===== src/rtl/jtpopeye_rom_arb_if.sv =====
// SDRAM read port shared between the ROM arbiter (master) and the jtframe
// SDRAM controller (slave).
//
// Handshake: the master raises sdram_req with sdram_addr and holds both
// stable until the controller answers with a one-cycle sdram_ack pulse;
// sdram_req drops the cycle after the ack. The read word arrives later as a
// one-cycle data_rdy pulse with data_read valid in that cycle (it may
// coincide with sdram_ack). refresh_en tells the controller the port is idle.
interface jtpopeye_rom_arb_if #(
  parameter int AW = 22
);
  logic          sdram_req;
  logic [AW-1:0] sdram_addr;
  logic          sdram_ack;
  logic [31:0]   data_read;
  logic          data_rdy;
  logic          refresh_en;

  modport master (
    output sdram_req, sdram_addr, refresh_en,
    input  sdram_ack, data_read, data_rdy
  );

  modport slave (
    input  sdram_req, sdram_addr, refresh_en,
    output sdram_ack, data_read, data_rdy
  );
endinterface


===== src/rtl/jtpopeye_rom_arb.sv =====
// Three-slot ROM arbiter for jtpopeye_game. Each slot owns a one-word cache;
// misses are fetched from the shared SDRAM read port in round-robin order.
module jtpopeye_rom_arb #(
  parameter int            AW   = 22,
  parameter int            AW0  = 15,
  parameter int            AW1  = 13,
  parameter int            AW2  = 14,
  parameter logic [AW-1:0] OFF0 = 22'h0,
  parameter logic [AW-1:0] OFF1 = 22'h8000,
  parameter logic [AW-1:0] OFF2 = 22'hA000
) (
  input  logic            clk,
  input  logic            rst,
  input  logic            loop_rst,
  input  logic            slot0_cs,
  input  logic [AW0-1:0]  slot0_addr,
  output logic [31:0]     slot0_dout,
  output logic            slot0_ok,
  input  logic            slot1_cs,
  input  logic [AW1-1:0]  slot1_addr,
  output logic [31:0]     slot1_dout,
  output logic            slot1_ok,
  input  logic            slot2_cs,
  input  logic [AW2-1:0]  slot2_addr,
  output logic [31:0]     slot2_dout,
  output logic            slot2_ok,
  jtpopeye_rom_arb_if.master sd,
  output logic [1:0]      st_dbg
);

  localparam int MW01 = (AW0 > AW1) ? AW0 : AW1;
  localparam int MW   = (MW01 > AW2) ? MW01 : AW2;

  typedef enum logic [1:0] {IDLE = 2'd0, REQ = 2'd1, DATA = 2'd2} state_t;

  state_t          state, state_nx;
  logic            start, fill, clr;
  logic [1:0]      sel, last, c1, c2, pick;
  logic [2:0]      valid, pend;
  logic [MW-1:0]   fill_addr, a0_ext, a1_ext, a2_ext, pick_addr;
  logic [AW-1:0]   pick_off, pick_addr_aw;
  logic [AW0-1:0]  caddr0;
  logic [AW1-1:0]  caddr1;
  logic [AW2-1:0]  caddr2;
  logic [31:0]     data0, data1, data2;
  logic            req_r, refresh_r;
  logic [AW-1:0]   addr_r;

  assign clr      = rst | loop_rst;
  assign st_dbg   = state;

  assign slot0_ok = slot0_cs & valid[0] & (caddr0 == slot0_addr);
  assign slot1_ok = slot1_cs & valid[1] & (caddr1 == slot1_addr);
  assign slot2_ok = slot2_cs & valid[2] & (caddr2 == slot2_addr);
  assign pend     = {slot2_cs & ~slot2_ok, slot1_cs & ~slot1_ok, slot0_cs & ~slot0_ok};

  assign slot0_dout    = data0;
  assign slot1_dout    = data1;
  assign slot2_dout    = data2;
  assign sd.sdram_req  = req_r;
  assign sd.sdram_addr = addr_r;
  assign sd.refresh_en = refresh_r;

  // Round-robin pick: try last+1, then last+2, then last itself.
  always_comb begin
    a0_ext = '0;
    a1_ext = '0;
    a2_ext = '0;
    a0_ext[AW0-1:0] = slot0_addr;
    a1_ext[AW1-1:0] = slot1_addr;
    a2_ext[AW2-1:0] = slot2_addr;
    c1 = (last == 2'd2) ? 2'd0 : last + 2'd1;
    c2 = (c1 == 2'd2) ? 2'd0 : c1 + 2'd1;
    if (pend[c1])      pick = c1;
    else if (pend[c2]) pick = c2;
    else               pick = last;
    case (pick)
      2'd1:    begin pick_addr = a1_ext; pick_off = OFF1; end
      2'd2:    begin pick_addr = a2_ext; pick_off = OFF2; end
      default: begin pick_addr = a0_ext; pick_off = OFF0; end
    endcase
    pick_addr_aw = '0;
    pick_addr_aw[MW-1:0] = pick_addr;
  end

  // Next-state logic; an ack and data_rdy in the same REQ cycle completes the fill.
  always_comb begin
    state_nx = state;
    start    = 1'b0;
    fill     = 1'b0;
    case (state)
      IDLE: if (|pend) begin
        start    = 1'b1;
        state_nx = REQ;
      end
      REQ: if (sd.sdram_ack) begin
        if (sd.data_rdy) begin
          fill     = 1'b1;
          state_nx = IDLE;
        end else begin
          state_nx = DATA;
        end
      end
      DATA: if (sd.data_rdy) begin
        fill     = 1'b1;
        state_nx = IDLE;
      end
      default: state_nx = IDLE;
    endcase
  end

  // State register.
  always_ff @(posedge clk) begin
    if (clr) state <= IDLE;
    else     state <= state_nx;
  end

  // Request port, grant bookkeeping and cache fills.
  always_ff @(posedge clk) begin
    if (clr) begin
      req_r     <= 1'b0;
      addr_r    <= '0;
      refresh_r <= 1'b0;
      sel       <= 2'd0;
      last      <= 2'd2;
      fill_addr <= '0;
      valid     <= 3'b000;
      caddr0    <= '0;
      caddr1    <= '0;
      caddr2    <= '0;
      data0     <= '0;
      data1     <= '0;
      data2     <= '0;
    end else begin
      refresh_r <= (state == IDLE) & ~|pend;
      if (start) begin
        sel       <= pick;
        fill_addr <= pick_addr;
        req_r     <= 1'b1;
        addr_r    <= pick_off + pick_addr_aw;
      end
      if (state == REQ && sd.sdram_ack) req_r <= 1'b0;
      if (fill) begin
        last <= sel;
        case (sel)
          2'd1: begin valid[1] <= 1'b1; caddr1 <= fill_addr[AW1-1:0]; data1 <= sd.data_read; end
          2'd2: begin valid[2] <= 1'b1; caddr2 <= fill_addr[AW2-1:0]; data2 <= sd.data_read; end
          default: begin valid[0] <= 1'b1; caddr0 <= fill_addr[AW0-1:0]; data0 <= sd.data_read; end
        endcase
      end
    end
  end

endmodule


===== src/flat_wrapper.sv =====
// flat-port wrapper written by rule: the top's interface ports become plain ports
module jtpopeye_rom_arb_flat 
#(
  parameter int            AW   = 22,
  parameter int            AW0  = 15,
  parameter int            AW1  = 13,
  parameter int            AW2  = 14,
  parameter logic [AW-1:0] OFF0 = 22'h0,
  parameter logic [AW-1:0] OFF1 = 22'h8000,
  parameter logic [AW-1:0] OFF2 = 22'hA000
)
  (clk, rst, loop_rst, slot0_cs, slot0_addr, slot0_dout, slot0_ok, slot1_cs, slot1_addr, slot1_dout, slot1_ok, slot2_cs, slot2_addr, slot2_dout, slot2_ok, st_dbg, sd_sdram_req, sd_sdram_addr, sd_refresh_en, sd_sdram_ack, sd_data_read, sd_data_rdy);
  jtpopeye_rom_arb_if #(.AW(AW)) sd_i ();
  input  logic clk;
  input  logic rst;
  input  logic loop_rst;
  input  logic slot0_cs;
  input  logic [AW0-1:0] slot0_addr;
  output logic [31:0] slot0_dout;
  output logic slot0_ok;
  input  logic slot1_cs;
  input  logic [AW1-1:0] slot1_addr;
  output logic [31:0] slot1_dout;
  output logic slot1_ok;
  input  logic slot2_cs;
  input  logic [AW2-1:0] slot2_addr;
  output logic [31:0] slot2_dout;
  output logic slot2_ok;
  output logic [1:0] st_dbg;
  output wire logic [$bits(sd_i.sdram_req)-1:0] sd_sdram_req;
  output wire logic [$bits(sd_i.sdram_addr)-1:0] sd_sdram_addr;
  output wire logic [$bits(sd_i.refresh_en)-1:0] sd_refresh_en;
  input wire logic [$bits(sd_i.sdram_ack)-1:0] sd_sdram_ack;
  input wire logic [$bits(sd_i.data_read)-1:0] sd_data_read;
  input wire logic [$bits(sd_i.data_rdy)-1:0] sd_data_rdy;
  assign sd_sdram_req = sd_i.sdram_req;
  assign sd_sdram_addr = sd_i.sdram_addr;
  assign sd_refresh_en = sd_i.refresh_en;
  assign sd_i.sdram_ack = sd_sdram_ack;
  assign sd_i.data_read = sd_data_read;
  assign sd_i.data_rdy = sd_data_rdy;
  jtpopeye_rom_arb #(.AW(AW), .AW0(AW0), .AW1(AW1), .AW2(AW2), .OFF0(OFF0), .OFF1(OFF1), .OFF2(OFF2)) u_core (.clk(clk), .rst(rst), .loop_rst(loop_rst), .slot0_cs(slot0_cs), .slot0_addr(slot0_addr), .slot0_dout(slot0_dout), .slot0_ok(slot0_ok), .slot1_cs(slot1_cs), .slot1_addr(slot1_addr), .slot1_dout(slot1_dout), .slot1_ok(slot1_ok), .slot2_cs(slot2_cs), .slot2_addr(slot2_addr), .slot2_dout(slot2_dout), .slot2_ok(slot2_ok), .sd(sd_i), .st_dbg(st_dbg));
endmodule

===== config.mk =====
export PLATFORM = sky130hd
export DESIGN_NAME = jtpopeye_rom_arb_flat
export DESIGN_NICKNAME = d
export VERILOG_FILES = /design/src/rtl/jtpopeye_rom_arb_if.sv /design/src/rtl/jtpopeye_rom_arb.sv /design/src/flat_wrapper.sv
export SDC_FILE = /design/constraint.sdc
export NUM_CORES = 1
export LEC_CHECK = 0
export ABC_CLOCK_PERIOD_IN_PS = 6900
export CAP_MARGIN = 20
export CORE_MARGIN = 2
export CORE_UTILIZATION = 51
export DETAILED_ROUTE_END_ITERATION = 8
export GPL_TIMING_DRIVEN = 0
export PLACE_DENSITY_LB_ADDON = 0.05
export SKIP_CTS_REPAIR_TIMING = 1
export SLEW_MARGIN = 20
export SYNTH_ARGS = -nofsm -noshare
export SYNTH_HDL_FRONTEND = slang
export SYNTH_SLANG_ARGS = --single-unit
export TNS_END_PERCENT = 1

===== constraint.sdc =====
create_clock -name clk -period 6.9 [get_ports clk]
set_clock_uncertainty 0.2 [all_clocks]
set_input_delay 1.38 -clock clk [delete_from_list [all_inputs] [get_ports clk]]
set_output_delay 1.38 -clock clk [all_outputs]
set_load 0.005 [all_outputs]

After elaboration in Yosys (flattened, before gate mapping) --
Index checks and enable logic that the tools add are counted.
Operators by class: bitwise logic cells 15, add/sub/neg operators 3, multiplexer cells 20, magnitude comparators 2, reductions and logical operators 10, eq/ne operators 14
Operators by type and width (count):
- case mux 16 bit (2 select lines) | 1
- case mux 15 bit (2 select lines) | 1
- adder 16 x 15 -> 17 bit | 1
- 2-to-1 mux 2 bit | 8
- equality test 15 bit | 1
- equality test 14 bit | 1
- equality test 13 bit | 1
- AND 1 bit | 10
- equality test 2 bit (second input constant) | 5
- equality test 2 x 1 -> 1 bit (second input constant) | 3
- less-than comparator 2 x 3 -> 1 bit (second input constant) | 2
- 2-to-1 mux 1 bit | 6
- case mux 2 bit (3 select lines) | 1
- AND reduction 2 bit | 3
- adder 2 x 1 -> 2 bit (second input constant) | 2
- binary-select mux 1 bit (select 2 bit) | 2
- inequality test 2 bit (second input constant) | 2
- NOT 1 bit | 4
- OR reduction 2 bit | 2
- AND reduction 3 bit | 1
- OR reduction 3 bit | 1
- zero test 2 bit | 1
- inequality test 2 x 1 -> 1 bit (second input constant) | 1
- case mux 1 bit (2 select lines) | 1
- 3 further kinds | 3
Storage, ports and cells: word-level logic and storage cells 80, output and inout bits 125, register bits after elaboration 186, bits of input ports 82

Logic depth before layout (Yosys ltp) --
Gate-level depths: netlist (run 1).
word-level depth 11, depth in mapped cells 15, gate-level depth less buffers 14

Worst setup path after synthesis (run 1) --
Ideal clock, no wire load.
kind input -> register, start input port slot0_addr[6], end register u_core.addr_r[15], in the netlist u_core.sd.sdram_addr[15], stages on the path 13, path buffers 1, setup time 0.070 ns, required time 6.630 ns, arrival 3.953 ns, slack 2.676 ns, path through xor2_1 > nand4bb_1 > or4_4 > o211ai_1 > nand2_1 > ha_1 > clkbuf_1 > o21ai_0 > ha_1 > ha_1 > xnor2_1 > nand3_1 > a21oi_1
On the way: cells in the longest elaborated chain, start to end 11, elaborated cells on any way between the ends 18, those cells by class add/sub: 1; eq/ne: 3; mux: 10; bitwise: 3; reduce/logical: 1
RTL lines:
- from (decl) | RTL line flat_wrapper.sv:18 | input logic [AW0-1:0] slot0_addr;
- equality test 15 bit (*) | RTL line jtpopeye_rom_arb.sv:52 | assign slot0_ok = slot0_cs & valid[0] & (caddr0 == slot0_addr);
- AND 1 bit (*) | RTL line jtpopeye_rom_arb.sv:52
- NOT 1 bit (*) | RTL line jtpopeye_rom_arb.sv:55 | assign pend = {slot2_cs & ~slot2_ok, slot1_cs & ~slot1_ok, slot0_cs & ~slot0_ok};
- AND 1 bit (*) | RTL line jtpopeye_rom_arb.sv:55
- binary-select mux 1 bit (select 2 bit) | RTL line jtpopeye_rom_arb.sv:75 | else if (pend[c2]) pick = c2;
- 2-to-1 mux 1 bit (implied by the code) | RTL line jtpopeye_rom_arb.sv:75
- 2-to-1 mux 2 bit | RTL line jtpopeye_rom_arb.sv:75
- 2-to-1 mux 2 bit (*) | RTL line jtpopeye_rom_arb.sv:74 | if (pend[c1]) pick = c1;
- equality test 2 bit or equality test 2 x 1 -> 1 bit (tied branches) | RTL line jtpopeye_rom_arb.sv:77 | case (pick)
- case mux 15 bit (2 select lines) (*) | RTL line jtpopeye_rom_arb.sv:77
- via u_core.pick_addr[13] | RTL line jtpopeye_rom_arb.sv:40 | logic [MW-1:0] fill_addr, a0_ext, a1_ext, a2_ext, pick_addr;
- adder 16 x 15 -> 17 bit (*) | RTL line jtpopeye_rom_arb.sv:140 | addr_r <= pick_off + pick_addr_aw;
- to (signal assigned) | RTL line jtpopeye_rom_arb.sv:140
- to (decl) | RTL line jtpopeye_rom_arb.sv:47 | logic [AW-1:0] addr_r;
The timed path passes the listed nets; every way through them passes the cells marked *. The select of a mux whose other input is x is not followed. A chain may end at the register's enable or synchronous reset.

Final worst setup path (run 1) --
start input port slot0_addr[1], end output port slot0_ok
On the way: cells in the longest elaborated chain, start to end 2
RTL lines:
- equality test 15 bit | RTL line jtpopeye_rom_arb.sv:52
- AND 1 bit | RTL line jtpopeye_rom_arb.sv:52
- to (decl) | RTL line flat_wrapper.sv:20 | output logic slot0_ok;
Every way passes these cells.

==> flow_summary.toml, run 1 <==
[outcome]
run_status = "finished clean"

[pwr]
vdd_drop_max_v = 0.000143
power_density_nw_per_um2 = 211
total_leakage_power_uw = 0.00330

[logic_synthesis]
postSynthCellCount = 903
netlist.top_cell.by_area = "sky130_fd_sc_hd__dfxtp_1"
synth.cells.most_frequent = "sky130_fd_sc_hd__nand2_1 (301), sky130_fd_sc_hd__dfxtp_1 (168), sky130_fd_sc_hd__a21oi_1 (151)"
synth.yosys.warnings = 0
synth_top_area_share_pct = 47.2
dominantRegCellSynth = "sky130_fd_sc_hd__dfxtp_1"
average_cell_area_after_synthesis_um2 = 7.90
netlist_cell_types = 49
synth_most_common_cell = "sky130_fd_sc_hd__nand2_1"
post_synthesis_async_set_or_reset_flop_share_pct = 0
netlist_top_cells_area = "sky130_fd_sc_hd__dfxtp_1 (47%), sky130_fd_sc_hd__nand2_1 (16%), sky130_fd_sc_hd__a21oi_1 (11%)"
ys_seq_area_share_pct = 47.2
ys_ff_latch = 168
netlist_area_um2 = 7130
synth_enable_flop_cells = 0

[global_route]
maximum_number_of_pins_on_one_net_before_global_route_repair = 17
combined_global_route_utilization_of_all_metal_layers_pct = 30.6
first_global_vias = 6707
grt_pass1_wl_um = 34800
antenna_found_initial = 0
gr-total-overflow = 0

[critical_path]
criticalPathCategory = "in -> out"
worstPathRequired_ns = 5.32
critical_path.endpoint_type = "output pin"
crit_fanout = 2
critPathArrivalTime_ns = 3.56
timing.critical_path.from_type = "input pin"

[floorplan]
floorplan.io_pins = 207
start_util_pct = 51.8
floorplan.die.height_um = 122
die_area_um2 = 14900
row_cnt = 43
core_footprint_um2 = 13800
die_width_um = 122

[sta]
f_max_mhz = 195
finalHoldViolations = 0
tightest_slew_ns = 0.745
timing.final.max_slew_violations = 0
setup_viol_count_final = 0
finalSetupTns_ns = 0
setup_repair_after_global_routing_missed_its_margin = "false"
smallest_setup_slack_after_layout_ns = 1.76
layout_min_cycle_time_ns = 5.14
slew_headroom_pct = 50.3
whs_ns = 0.252
layout_worst_path_cycle_share_pct = 74.4

[routing]
detailedRoute.firstIterationViolations = 494
detail_route.first_pass.iterations = 6
post_drt_via_cell_ratio = 5.36
detail_route.drc_violations = 0
totalWireLength_um = 22800
ant_nets = 0
detailroute.via_count = 7071
post_drt_wl_per_cell_um = 17.3

[clocking]
clock_sinks = 168
tritoncts = "done"
cts.clk_slew.worst_paths_ns = 0.06
clock_path_buffers = 2
tritoncts.num_buffers = 17
clock_latency_ns = 0.42
cts.root.buffer_cell = "sky130_fd_sc_hd__clkbuf_16"
h-tree-depth = 4

[placement]
io_buffer_count = 201
place_ws_ns = 1.74
dp.final_hpwl_um = 16800
routabilityCongestion = 0.946

[worst_hold_path]
holdCritPathClass = "reg -> reg"

[cells_and_area]
num_antenna_cells = 0
num-nets-final = 1218
post_route_cells_drive_above_1_share_pct = 7.03
area.growth.synth_to_final_pct = 39.4

[job]
max-cap-violations = 0
## cell usage in the layout, fill, tap and decap left out, types with 7 or more instances in the layout
cell type and instances:
sky130_fd_sc_hd__nand4_1 9, sky130_fd_sc_hd__nor2_1 11, sky130_fd_sc_hd__o21ai_2 8, sky130_fd_sc_hd__xor2_1 17, sky130_fd_sc_hd__buf_2 7, sky130_fd_sc_hd__a22oi_1 13
sky130_fd_sc_hd__a21oi_2 9, sky130_fd_sc_hd__inv_1 11, sky130_fd_sc_hd__dfxtp_1 168, sky130_fd_sc_hd__nor4_1 8, sky130_fd_sc_hd__buf_4 18, sky130_fd_sc_hd__ha_1 9
sky130_fd_sc_hd__clkbuf_16 17, sky130_fd_sc_hd__xnor2_1 26, sky130_fd_sc_hd__a21oi_1 151, sky130_fd_sc_hd__buf_1 10, sky130_fd_sc_hd__clkbuf_1 42, sky130_fd_sc_hd__nand3_1 18
sky130_fd_sc_hd__clkdlybuf4s50_1 201, sky130_fd_sc_hd__o21ai_1 11, sky130_fd_sc_hd__o21ai_0 15, sky130_fd_sc_hd__nand2_1 301
## flip-flops by register name, indices dropped and copies added (netlist names), 3 cells and up
name / cells
u_core.caddr0: 15
u_core.fill_addr: 15
u_core.caddr2: 14
u_core.slot2_dout: 32
u_core.valid: 3
u_core.slot1_dout: 32
u_core.slot0_dout: 32
u_core.sd.sdram_addr: 4
u_core.caddr1: 13
## path summary, 6_finish.rpt
check	startpoint	to	slack (ns)	cells after the start
setup / recovery	slot0_addr[1]	slot0_ok	1.76	5
hold / removal	u_core.slot2_dout[17]$_SDFFE_PP0P_	u_core.slot2_dout[17]$_SDFFE_PP0P_	0.25	2
setup reg to reg	u_core.caddr1[12]$_SDFFE_PP0P_	u_core.sd.sdram_addr[15]$_SDFFE_PP0P_	3.23	13
hold reg to reg	u_core.slot2_dout[17]$_SDFFE_PP0P_	u_core.slot2_dout[17]$_SDFFE_PP0P_	0.25	2
## metal layers
metal / vias up / share of wire [%] / global-route usage [%]
met5: - / 0 / 0
met4: 0 / 3.8 / 14.2
met1: 3282 / 40 / 36.5
met3: 58 / 9.9 / 9.90
met2: 299 / 47 / 50.0
li1: 3432 / - / -
## critical path: stages
cell,delay [ns]
sky130_fd_sc_hd__clkdlybuf4s50_1,0.49
sky130_fd_sc_hd__xor2_1,0.21
sky130_fd_sc_hd__or4_1,0.53
sky130_fd_sc_hd__nor4_1,0.37
sky130_fd_sc_hd__clkdlybuf4s50_1,0.57
## cell type report
cell class                      count  area, µm²
Multi-Input combinational cell    650       3360
Clock inverter                      8       72.6
Sequential cell                   168       3360
Buffer                             78        384
Inverter                           11       41.3
Timing Repair Buffer              201       2010
Tap cell                          180        225
Fill cell                        1174       3830
Clock buffer                       22        484
## logic make-up after synthesis
family	Yosys count	share of synthesized area [%]
AO/OA/AOI/OAI	222	18.3
XOR/XNOR	43	5.28
adder cells (fa/ha/maj)	9	1.58
buffers and inverters	89	5.97
flip-flops	168	47.2
multiplexers	1	0.140
other	1	0.0526
AND/OR/NAND/NOR	370	21.5
## report_power, final
part	switching (µW)	internal [µW]	total (µW)	leakage, µW
combinational	106	92.9	198	0.00167
sequential	9.49	977	987	0.00135
clock	382	528	910	0.000270
total	497	1600	2100	0.00330
## metrics by stage
| step | power, µW | area, µm² | instances | util, % |
|---|---|---|---|---|
| after global placement | 1200 | 9380 | 1288 | 68.1 |
| after CTS | 2090 | 9940 | 1318 | 72.2 |
| after global routing | 2150 | 9940 | 1318 | 72.2 |
| after floorplan | 1100 | 7140 | 907 | - |
| final | 2100 | 9940 | 1318 | 72.2 |
| after detailed placement | 1200 | 9380 | 1288 | 68.1 |
Note: power is estimated with default switching activity, not from simulation.
==> run 2: changes to the inputs <==
ABC_CLOCK_PERIOD_IN_PS = 4300   (was 6900)
CORE_UTILIZATION = 43   (was 51)
clock period = 4.3 ns   (was 6.9 ns; I/O delays follow)
==> run 2 against run 1 <==
Global-route usage fell by 4.8 points. Core utilization down 11 points. Cell count up 3.2%. Register-to-register slack worse by 2.3 ns.
==> flow_summary.toml, run 2 (synthesis gave the netlist of run 1 again) <==
[clocking]
clock_path_buffers = 2
tritoncts.num_buffers = 17
tritoncts = "done"
clock_sinks = 168
cts.clk_slew.worst_paths_ns = 0.06
cts.root.buffer_cell = "sky130_fd_sc_hd__clkbuf_16"
clock_latency_ns = 0.43
h-tree-depth = 4

[pwr]
power_density_nw_per_um2 = 345
vdd_drop_max_v = 0.000277
totalPowerFinal_uw = 3460
total_leakage_power_uw = 0.00331

[critical_path]
slowest_stage_cell_crit_path = "sky130_fd_sc_hd__clkdlybuf4s50_1"
cell_type_with_the_highest_occurrence_count_on_the_critical_path = "sky130_fd_sc_hd__clkdlybuf4s50_1"
cp-startpoint = "slot0_addr[1]"
worstPathRequired_ns = 3.24
criticalPathCategory = "in -> out"
timing.critical_path.from_type = "input pin"
path_delay_family = "buffers and inverters"
timing.rr.start = "u_core.caddr0[11]$_SDFFE_PP0P_"
timing.critical_path.cells = "clkdlybuf4s50_1 -> xor2_1 -> or4_1 -> nor4_1 -> clkdlybuf4s50_1"
cp_slowest_stage_delay_ns = 0.57
critical_path.endpoint_type = "output pin"
crit_fanout = 2
number_of_buffers_and_inverters_on_the_critical_path = 2
critPathArrivalTime_ns = 3.03

[floorplan]
row_cnt = 47
die_width_um = 133
die_area_um2 = 17600
floorplan.io_pins = 207
core_footprint_um2 = 16400
start_util_pct = 43.5
floorplan.die.height_um = 133

[global_route]
maximum_number_of_pins_on_one_net_before_global_route_repair = 17
gr-total-overflow = 0
antenna_found_initial = 0
grt_pass1_wl_um = 35200
combined_global_route_utilization_of_all_metal_layers_pct = 25.7
first_global_vias = 6344

[worst_hold_path]
holdCritPathClass = "reg -> reg"
hold_path.startpoint = "u_core.slot0_dout[3]$_SDFFE_PP0P_"

[sta]
setup_repair_after_global_routing_missed_its_margin = "false"
timing.final.max_slew_violations = 0
setup_viol_count_final = 0
finalHoldViolations = 0
slew_headroom_pct = 54.3
layout_min_cycle_time_ns = 4.09
finalSetupTns_ns = 0
tightest_slew_ns = 0.685
smallest_setup_slack_after_layout_ns = 0.212
layout_worst_path_cycle_share_pct = 95.1
f_max_mhz = 245

[placement]
io_buffer_count = 201
dp.final_hpwl_um = 17200
routabilityCongestion = 0.897
dpl-instance-area_um2 = 9430
place_ws_ns = -0.434

[routing]
post_drt_wl_per_cell_um = 16.9
dr.max_layer_used = "met4"
detail_route.first_pass.iterations = 6
wl_met1_um = 9910
wl_met2_um = 10900
post_drt_via_cell_ratio = 5.04
detailroute.via_count = 6857
routed-wl-met3_um = 1870
totalWireLength_um = 23000
detail_route.drc_violations = 0
detailedRoute.firstIterationViolations = 281
ant_nets = 0

[cells_and_area]
num-nets-final = 1218
most-common-layout-cells = "sky130_fd_sc_hd__nand2_1 (301), sky130_fd_sc_hd__clkdlybuf4s50_1 (201), sky130_fd_sc_hd__dfxtp_1 (168)"
area.growth.synth_to_final_pct = 40.8
post_route_cells_drive_above_1_share_pct = 7.28
stdcell_area_um2 = 10000
num_antenna_cells = 0
layout.cells.most_common = "sky130_fd_sc_hd__nand2_1"

[job]
max-cap-violations = 0

[outcome]
run_status = "finished clean"
[run 2: changes by cell type in the layout (fill, tap and decap cells not counted), sizes merged]
cell      delta
bufinv       +2
clkbuf       -3
buf          +1
clkinvlp     +2
[run 2: worst paths after layout]
kind	endpoint	slack, ns	cells past startpoint
setup reg to reg	u_core.sd.sdram_addr[15]$_SDFFE_PP0P_	0.93	12
hold / removal	u_core.slot0_dout[3]$_SDFFE_PP0P_	0.25	2
hold reg to reg	u_core.slot0_dout[3]$_SDFFE_PP0P_	0.25	2
setup / recovery	slot0_ok	0.21	5
[run 2: routing by layer]
| layer | GRT usage [%] | up-vias |
|---|---|---|
| met5 | 0 | - |
| met4 | 6.75 | 0 |
| met3 | 7.66 | 22 |
| met2 | 43.7 | 202 |
| met1 | 31.9 | 3196 |
| li1 | - | 3437 |
[run 2: per-stage QoR]
stage	utilization [%]	hold slack, ns	std cells
after floorplan	-	0.230	907
after global placement	57.5	0.241	1328
after detailed placement	57.5	0.246	1328
after CTS	61.1	0.254	1360
after global routing	61.2	0.262	1360
final	61.2	0.253	1360
[run 2: worst reg2reg max path, stage by stage (launching register included)]
cell and delay, ns:
sky130_fd_sc_hd__dfxtp_1 0.32, sky130_fd_sc_hd__xnor2_1 0.28, sky130_fd_sc_hd__nand4bb_1 0.17, sky130_fd_sc_hd__or4_4 0.57
sky130_fd_sc_hd__a21boi_4 0.22, sky130_fd_sc_hd__a21o_1 0.16, sky130_fd_sc_hd__ha_2 0.35, sky130_fd_sc_hd__o21ai_0 0.32
sky130_fd_sc_hd__ha_1 0.21, sky130_fd_sc_hd__ha_1 0.16, sky130_fd_sc_hd__xnor2_1 0.11, sky130_fd_sc_hd__nand3_1 0.09
sky130_fd_sc_hd__a21oi_1 0.16
[run 2: final cells by class]
cell class              instances  area (µm²)
plain buffers                  77         380
clock buffers                  20         447
clock inverters                12         151
fillers                      1535        6370
inverters                      11        41.3
multi-input cells             650        3360
flip-flops and latches        168        3360
well taps                     220         275
repair buffers                202        2020
[run 2: where the power goes]
part / total, µW / switching (µW) / internal, µW
logic: 318 / 168 / 150
registers: 1580 / 15.5 / 1570
clock network: 1560 / 634 / 926
==> run 3: changes to the inputs <==
HOLD_SLACK_MARGIN = 0.12   (was default)
==> results of run 3 <==
No change in the layout: final DEF, timing and power equal those of run 2.
